==> config.mk <==
export PLATFORM = sky130hd
export DESIGN_NAME = irq_controller
export DESIGN_NICKNAME = d
export VERILOG_FILES = /design/src/rtl/irq_controller.sv
export SDC_FILE = /design/constraint.sdc
export NUM_CORES = 1
export LEC_CHECK = 0
export CORE_MARGIN = 2
export CORE_UTILIZATION = 35
export CTS_BUF_LIST = sky130_fd_sc_hd__clkbuf_4
export DETAILED_ROUTE_END_ITERATION = 6
export PLACE_DENSITY_LB_ADDON = 0.2
export SLEW_MARGIN = 10
export SYNTH_ARGS = -nofsm -noshare
export SYNTH_HDL_FRONTEND = slang
export SYNTH_SLANG_ARGS = --single-unit
==> constraint.sdc <==
create_clock -name clk -period 13.65 [get_ports clk]
set_input_delay 4.095 -clock clk [delete_from_list [all_inputs] [get_ports clk]]
set_output_delay 4.095 -clock clk [all_outputs]
set_load 0.02 [all_outputs]
==> src/rtl/irq_controller.sv <==
// Interrupt controller: pending/mask/priority arbitration and a request/claim/complete handshake.
// Build option IRQ_TIMEOUT_EN adds an acknowledge timeout that raises the sticky irq_err flag.
//
// state     | meaning
// ----------+---------------------------------------------------------
// S_IDLE    | no request presented; waits for an arbitration winner
// S_REQ     | irq_out high, irq_id re-arbitrated each cycle until ack
// S_SERVICE | trap taken, irq_id held, waits for irq_complete (mret)
module irq_controller #(
   parameter int NUM_SRC     = 8,
   parameter int PRIO_W      = 3,
   parameter int TIMEOUT_CYC = 64
) (
   input  logic               clk,
   input  logic               rst,
   input  logic [NUM_SRC-1:0] irq_src,
   input  logic               cfg_we,
   input  logic [4:0]         cfg_addr,
   input  logic [31:0]        cfg_wdata,
   output logic [31:0]        cfg_rdata,
   input  logic               trap_ack,
   input  logic               irq_complete,
   output logic               irq_out,
   output logic [3:0]         irq_id,
   output logic               irq_err
);

   typedef enum logic [1:0] {S_IDLE, S_REQ, S_SERVICE} state_t;

   state_t             r_state;
   logic [NUM_SRC-1:0] r_enable;
   logic [NUM_SRC-1:0] r_edge_sel;
   logic [NUM_SRC-1:0] r_pending;
   logic [NUM_SRC-1:0] r_sample;
   logic [PRIO_W-1:0]  r_threshold;
   logic [PRIO_W-1:0]  r_prio [NUM_SRC];
   logic               r_irq_out;
   logic [3:0]         r_irq_id;

   logic               w_wr_en, w_wr_edge, w_wr_pend, w_wr_thr, w_wr_stat, w_wr_prio;
   logic               w_claim;
   logic [NUM_SRC-1:0] w_set, w_clr, w_cand;
   logic               w_valid;
   logic [3:0]         w_win;
   logic [PRIO_W-1:0]  w_best;
   logic [PRIO_W-1:0]  w_cur_prio;
   logic               w_cur_cand;
   logic               w_err;
   logic               w_unused;

   assign w_unused  = ^cfg_wdata;
   assign w_wr_en   = cfg_we && (cfg_addr == 5'h00);
   assign w_wr_edge = cfg_we && (cfg_addr == 5'h01);
   assign w_wr_pend = cfg_we && (cfg_addr == 5'h02);
   assign w_wr_thr  = cfg_we && (cfg_addr == 5'h03);
   assign w_wr_stat = cfg_we && (cfg_addr == 5'h04);
   assign w_wr_prio = cfg_we && cfg_addr[4] && ({28'd0, cfg_addr[3:0]} < 32'(NUM_SRC));
   assign w_claim   = (r_state == S_REQ) && trap_ack;

   always_comb begin
      w_set = '0;
      w_clr = '0;
      w_cand = '0;
      for (int i = 0; i < NUM_SRC; i++) begin
         w_set[i]  = irq_src[i] && (!r_edge_sel[i] || !r_sample[i]);
         w_clr[i]  = (w_wr_pend && cfg_wdata[i]) || (w_claim && (r_irq_id == 4'(i)));
         w_cand[i] = r_pending[i] && r_enable[i] && (r_prio[i] > r_threshold);
      end
   end

   // Strict '>' keeps the lowest index on priority ties.
   always_comb begin
      w_valid    = 1'b0;
      w_win      = '0;
      w_best     = '0;
      w_cur_prio = '0;
      w_cur_cand = 1'b0;
      for (int i = 0; i < NUM_SRC; i++) begin
         if (w_cand[i] && (!w_valid || (r_prio[i] > w_best))) begin
            w_valid = 1'b1;
            w_win   = 4'(i);
            w_best  = r_prio[i];
         end
         if (r_irq_id == 4'(i)) begin
            w_cur_prio = r_prio[i];
            w_cur_cand = w_cand[i];
         end
      end
   end

   always_ff @(posedge clk or posedge rst) begin
      if (rst) begin
         r_enable    <= '0;
         r_edge_sel  <= '0;
         r_pending   <= '0;
         r_sample    <= '0;
         r_threshold <= '0;
         for (int i = 0; i < NUM_SRC; i++) r_prio[i] <= '0;
      end else begin
         r_sample  <= irq_src;
         r_pending <= (r_pending & ~w_clr) | w_set;
         if (w_wr_en)   r_enable    <= cfg_wdata[NUM_SRC-1:0];
         if (w_wr_edge) r_edge_sel  <= cfg_wdata[NUM_SRC-1:0];
         if (w_wr_thr)  r_threshold <= cfg_wdata[PRIO_W-1:0];
         for (int i = 0; i < NUM_SRC; i++)
            if (w_wr_prio && (cfg_addr[3:0] == 4'(i))) r_prio[i] <= cfg_wdata[PRIO_W-1:0];
      end
   end

`ifdef IRQ_TIMEOUT_EN
   localparam int CNT_W = $clog2(TIMEOUT_CYC + 1);
   logic [CNT_W-1:0] r_to_cnt;
   logic             r_err;
   assign w_err = r_err;
`else
   assign w_err = 1'b0;
`endif

   always_ff @(posedge clk or posedge rst) begin
      if (rst) begin
         r_state   <= S_IDLE;
         r_irq_out <= 1'b0;
         r_irq_id  <= '0;
`ifdef IRQ_TIMEOUT_EN
         r_to_cnt  <= '0;
         r_err     <= 1'b0;
`endif
      end else begin
`ifdef IRQ_TIMEOUT_EN
         if (w_wr_stat && cfg_wdata[31]) r_err <= 1'b0;
`endif
         case (r_state)
            S_IDLE: begin
               r_irq_out <= 1'b0;
               if (w_valid) begin
                  r_irq_id  <= w_win;
                  r_state   <= S_REQ;
                  r_irq_out <= 1'b1;
`ifdef IRQ_TIMEOUT_EN
                  r_to_cnt  <= CNT_W'(TIMEOUT_CYC - 1);
`endif
               end
            end
            S_REQ: begin
               if (trap_ack) begin
                  r_state   <= S_SERVICE;
                  r_irq_out <= 1'b0;
               end
`ifdef IRQ_TIMEOUT_EN
               else if (r_to_cnt == '0) begin
                  r_state   <= S_IDLE;
                  r_irq_out <= 1'b0;
                  r_err     <= 1'b1;
               end
`endif
               else if (!w_valid) begin
                  r_state   <= S_IDLE;
                  r_irq_out <= 1'b0;
               end else if (!w_cur_cand || (w_best > w_cur_prio)) begin
                  r_irq_id <= w_win;
               end
`ifdef IRQ_TIMEOUT_EN
               r_to_cnt <= r_to_cnt - 1'b1;
`endif
            end
            S_SERVICE: begin
               r_irq_out <= 1'b0;
               if (irq_complete) r_state <= S_IDLE;
            end
            default: begin
               r_state   <= S_IDLE;
               r_irq_out <= 1'b0;
            end
         endcase
      end
   end

   always_comb begin
      cfg_rdata = '0;
      case (cfg_addr)
         5'h00:   cfg_rdata[NUM_SRC-1:0] = r_enable;
         5'h01:   cfg_rdata[NUM_SRC-1:0] = r_edge_sel;
         5'h02:   cfg_rdata[NUM_SRC-1:0] = r_pending;
         5'h03:   cfg_rdata[PRIO_W-1:0]  = r_threshold;
         5'h04:   cfg_rdata = {w_err, 22'd0, (r_state == S_SERVICE), 4'd0, r_irq_id};
         default: begin
            for (int i = 0; i < NUM_SRC; i++)
               if (cfg_addr[4] && (cfg_addr[3:0] == 4'(i))) cfg_rdata[PRIO_W-1:0] = r_prio[i];
         end
      endcase
   end

   assign irq_out = r_irq_out;
   assign irq_id  = r_irq_id;
   assign irq_err = w_err;

endmodule

==> run metrics, run 1 <==
row count=44; Syn Inst Count=529; post-synth top area cell=dfrtp_1; chip height=125 microns; DRC violations left=0; vias in the first global route=4348; first-pass GRT wire length=23.7 mm; final setup vio count=0; PortBufs=38; cell family with most CP delay=compound AO/OA/AOI/OAI gates; register area share after synthesis=31.6%; Max Buffers Root-to-Sink=2; Slowest-stage cell, CP=dfrtp_1; fin crit share=92.4%; Num CTS Buffers=9; vias per inst=5.64; Fin Setup TNS=0 ns; Req. time, crit path=13.98 ns; post-synth top area share=31.6%; Slew HR=28.9%; area of the core=14400 sq um; final hold violations=0; crit-path max FO=10; CP max stage delay=0.54 ns; CTS sink count=65; area delta synth->final=12.7%; Layout Nets=668; initial core utilization=35.7%; Pwr Density=161 nW/um^2; Clk Latency, worst-skew pair=0.43 ns; initial antenna violation count=0; Post-Route WL=14.6 mm; Congestion Overflow GR=0; num ports=88; Main synth FF type=dfrtp_1; critical path class=flop to flop; Core Util, Final=40.2%; Final min period=12.62 ns; CTS tree=done; final hold slack=0.545 ns; pre-CTS WS=0.721 ns; Final Worst Setup Slack=1.03 ns; most common cell after layout, fill and taps aside=dfrtp_1; most frequent cells in the layout=dfrtp_1 (64), nand2_1 (59), ha_1 (48); RSZ-0062 raised after global routing=false; Worst Tran Pin Value=1.05 ns; CP arrival=12.95 ns; clk slew on worst S/H paths=0.13 ns; Placed Area=5630 sq um; Synth Register Bits=65; Root Driver=clkbuf_4; largest net degree at the start of global routing=66; Detailed Routing Iterations Pass 1=4; Yosys cell types=72; status=completed; routability cong.=0.827; syn_area_per_cell=9.72 sq um; CP dominant cell by count=ha_1; synth warn=0; Hold WC Path Type=flop to flop; Die W=125 microns; Worst Path Buf+Inv=3; DRT antenna net count=0; H-tree Lvls=3; number of antenna diodes=0; All-Layer GR Usage=19.1%; Worst Setup Start Kind=flop; number of flops mapped to enable cells by yosys=0; detailed placer's ending HPWL=10.7 mm; vias=4281; Final Slew Violations=0; achievable frequency=79.3 MHz; Post-CTS Hold Buffers=0; initial drt markers=326; die area=15700 sq um; leakage power=2.50 nW; crit end category=flop; Post-synth ARST share=100%; Max-cap violations=0; Area contributors post-synth=dfrtp_1 (32%), ha_1 (12%), mux2_2 (8.3%); synthesized area=5140 sq um; peak supply drop=0.0000532 V; share of layout cells above drive strength 1=19.0%; Worst Skew=0.0224 ns; post-route cell area=5800 sq um; WL per Instance=19.3 microns
## what timing repair did
action                     in CTS  in global routing
setup endpoints to repair       0                  3
buffers inserted                0                  3
resized for setup               0                  2
## power by group
group | switching (mW) | total, mW | leakage, nW | internal, mW
sequential | 0.0504 | 0.279 | 0.779 | 0.229
combinational | 0.285 | 0.523 | 1.65 | 0.239
clock | 0.0758 | 0.131 | 0.0695 | 0.0554
total | 0.411 | 0.934 | 2.50 | 0.523
## flip-flops by register name, indices dropped and copies added (netlist names)
name / count
irq_out: 1
r_sample: 8
r_threshold: 3
r_pending: 8
r_state: 2
r_enable: 8
r_prio: 24
irq_id: 3
r_edge_sel: 8
## cells in the mapped netlist, types with 2 or more instances
cell and number:
nor2b_1 13, or2_2 3, nor2_1 31, o22ai_1 3
nor3_1 3, a32o_1 8, a31oi_1 14, o21ai_1 4
o21ai_0 26, a21boi_0 2, mux4_2 9, nand2b_1 3
nand2_1 59, a22o_1 3, dfrtp_1 65, a21o_1 3
inv_1 24, a31o_2 4, ha_1 48, buf_6 2
and3_1 6, a22oi_1 3, o311a_1 2, mux2_2 38
nand3_1 14, a222oi_1 2, clkbuf_1 15, a32oi_1 3
o2111ai_1 2, a221oi_2 2, a21oi_2 2, and2_1 4
o21a_1 8, nor3_2 2, o2bb2ai_1 3, a221oi_1 3
o221ai_2 2, mux2_4 3, nand4_1 2, mux2i_1 9
buf_4 25, a21oi_1 21, o211ai_1 2
## per-layer routing
layer / routed length (microns) / global-route usage [%]
met1: 6870 / 26.7
met2: 6690 / 30.7
met3: 717 / 2.44
met4: 347 / 6.41
met5: 0 / 0
## kinds of logic after synthesis
| family | synth area share (%) |
|---|---|
| and+or+nand+nor | 14.8 |
| AOI/OAI and AO/OA | 19.9 |
| buffers and inverters | 7.01 |
| DFF | 31.6 |
| muxes | 14.9 |
| adders and majority gates | 11.7 |
| other | 0.0729 |
## stage by stage
| stage | power [mW] | instances |
|---|---|---|
| 2_1_floorplan | 0.658 | 553 |
| 3_3_place_gp | 0.778 | 740 |
| 3_5_place_dp | 0.795 | 740 |
| 4_1_cts | 0.930 | 756 |
| 5_1_grt | 1.01 | 759 |
| 6_report | 0.934 | 759 |
## layout make-up
cell class              count  area (sq um)
multi-input cells         421          3250
fillers                  1481          8630
inverters                  24          90.1
flip-flops and latches     65          1630
clock inverters             7          71.3
well taps                 184           230
repair buffers             49           463
clock buffers               9          67.6
## final timing paths
check | slack [ns] | depth (start not counted) | start | endpoint
worst max-delay path | 1.03 | 65 | r_prio[22] | irq_id[2]
worst min-delay path | 0.55 | 1 | r_enable[5] | r_enable[5]
worst max register to register | 1.03 | 65 | r_prio[22] | irq_id[2]
worst min register to register | 0.55 | 1 | r_enable[5] | r_enable[5]
max in group asynchronous | 8.84 | 3 | rst | r_threshold[0]
min in group asynchronous | 4.22 | 3 | rst | r_edge_sel[1]
No activity file was read; power rests on OpenSTA's default activity.
==> run 2, diff against run 1 <==
HOLD_SLACK_MARGIN = 0.1   (was not set)
==> results of run 2 <==
Same layout as run 1: the final DEF is identical, and so are final timing and power.
==> run 3, diff against run 2 <==
==> constraint.sdc (replaced) <==
create_clock -name clk -period 13.65 [get_ports clk]
set_input_delay 2.73 -clock clk [delete_from_list [all_inputs] [get_ports clk]]
set_output_delay 2.73 -clock clk [all_outputs]
set_load 0.02 [all_outputs]
==> run 3 against run 2 <==
Cell count did not move. Maximum frequency increased by 0.78%. Sequential power about the same. Non-clock buffer count unchanged. Routed wire length rose by 0.37%. Cell area grew 0.82%. Global-route usage is 0.11 points lower. Clock skew rose by 0.0047 ns. Register-to-register slack better by 0.098 ns. Die area unchanged. Critical path type unchanged. Largest cell class unchanged. Highest routed layer unchanged.
==> run metrics, run 3 (same netlist as run 1, synthesis figures left out) <==
vias per inst=5.65; Worst Skew=0.0270 ns; Max Buffers Root-to-Sink=2; Post-Route WL=14.7 mm; max reg flops=24; chip height=125 microns; Fin Setup TNS=0 ns; area of the core=14400 sq um; fin crit share=91.7%; crit path from=r_prio[22]; crit end category=flop; CP arrival=12.85 ns; RR Endpoint=irq_id[2]; Final Worst Setup Slack=1.13 ns; PortBufs=38; crit-path max FO=10; Worst Tran Pin Value=1.06 ns; Root Driver=clkbuf_4; most common cell after layout, fill and taps aside=dfrtp_1; Detailed Routing Iterations Pass 1=6; final setup vio count=0; Congestion Overflow GR=0; achievable frequency=79.9 MHz; Num CTS Buffers=9; DRC violations left=0; Worst Setup Start Kind=flop; Clk Latency, worst-skew pair=0.43 ns; hold depth=1; initial drt markers=322; Top reg by flops=r_prio; Slowest-stage cell, CP=dfrtp_1; Post-CTS Hold Buffers=0; detailed placer's ending HPWL=10.7 mm; r2r startpoint=r_prio[22]; initial core utilization=35.7%; routability cong.=0.827; most frequent cells in the layout=dfrtp_1 (64), nand2_1 (59), ha_1 (48); largest net degree at the start of global routing=66; CP dominant cell by count=ha_1; Req. time, crit path=13.98 ns; Final Slew Violations=0; Pwr Density=166 nW/um^2; num ports=88; Layout Nets=668; peak supply drop=0.0000547 V; number of antenna diodes=0; leakage power=2.53 nW; critical path class=flop to flop; clk slew on worst S/H paths=0.13 ns; vias=4285; area delta synth->final=13.7%; vias in the first global route=4388; row count=44; Hold WC Path Type=flop to flop; Final min period=12.52 ns; WL per Instance=19.3 microns; H-tree Lvls=3; initial antenna violation count=0; Slew HR=28.6%; worst setup path end=irq_id[2]; Max-cap violations=0; pre-CTS WS=0.762 ns; RSZ-0062 raised after global routing=false; CTS sink count=65; R2R setup slack=1.13 ns; final hold violations=0; share of layout cells above drive strength 1=19.0%; overall power=0.971 mW; Die W=125 microns; R2R cell count=66; Filler cells=1450; first-pass GRT wire length=23.7 mm; CP max stage delay=0.55 ns; All-Layer GR Usage=19.0%; die area=15700 sq um; CTS tree=done; DRT antenna net count=0; status=completed
## run 3: what timing repair did
action | 4_1_cts | 5_1_grt
resized for setup | 0 | 2
endpoints found under the hold margin | 0 | 0
setup buffers | 0 | 3
endpoints found under the setup margin | 0 | 3
## run 3: per-stage QoR
step,util (%),hold WS [ns],instance area [sq um],instances
5_1_grt,40.5,0.579,5850,759
4_1_cts,40.3,0.547,5820,756
2_1_floorplan,-,0.496,5230,553
3_3_place_gp,39.1,0.512,5630,740
6_report,40.5,0.547,5850,759
3_5_place_dp,39.1,0.518,5630,740
## run 3: final cells by class
| class | count | area, sq um | area share, % |
|---|---|---|---|
| Clock buffer | 9 | 67.6 | 1.16 |
| Inverter | 24 | 90.1 | 1.54 |
| Tap cell | 184 | 230 | 3.94 |
| Multi-Input combinational cell | 421 | 3250 | 55.6 |
| Timing Repair Buffer | 49 | 463 | 7.92 |
| Clock inverter | 7 | 119 | 2.03 |
| Sequential cell | 65 | 1630 | 27.8 |
## run 3: per-layer routing
layer	global-route usage, %	part of all wire [%]	wire (microns)
met1	26.3	47	6860
met2	30.9	46	6820
met3	2.44	4.6	670
met4	6.47	2.2	328
met5	0	0	0
## run 3: critical path, delay by kind of cell (launching register included)
family                   cells  cell delay, ns
AO/OA/AOI/OAI               36            6.23
adder cells (fa/ha/maj)      9            2.32
buffers and inverters        3            0.27
flip-flops                   1            0.55
multiplexers                 1            0.30
AND/OR/NAND/NOR             17            2.75
## run 3: worst min path at each step
stage,to,slack (ns),start
detailed placement,r_enable[5],0.52,r_enable[5]
CTS,r_enable[5],0.55,r_enable[5]
finish,r_enable[5],0.55,r_enable[5]
global route,r_edge_sel[0],0.58,r_edge_sel[0]
global placement,r_enable[5],0.51,r_enable[5]
floorplan,r_edge_sel[0],0.50,r_edge_sel[0]
## run 3: power by group
part	switching, mW	leakage [nW]	internal, mW
logic	0.284	1.65	0.239
registers	0.0501	0.779	0.229
clock network	0.0764	0.0938	0.0926
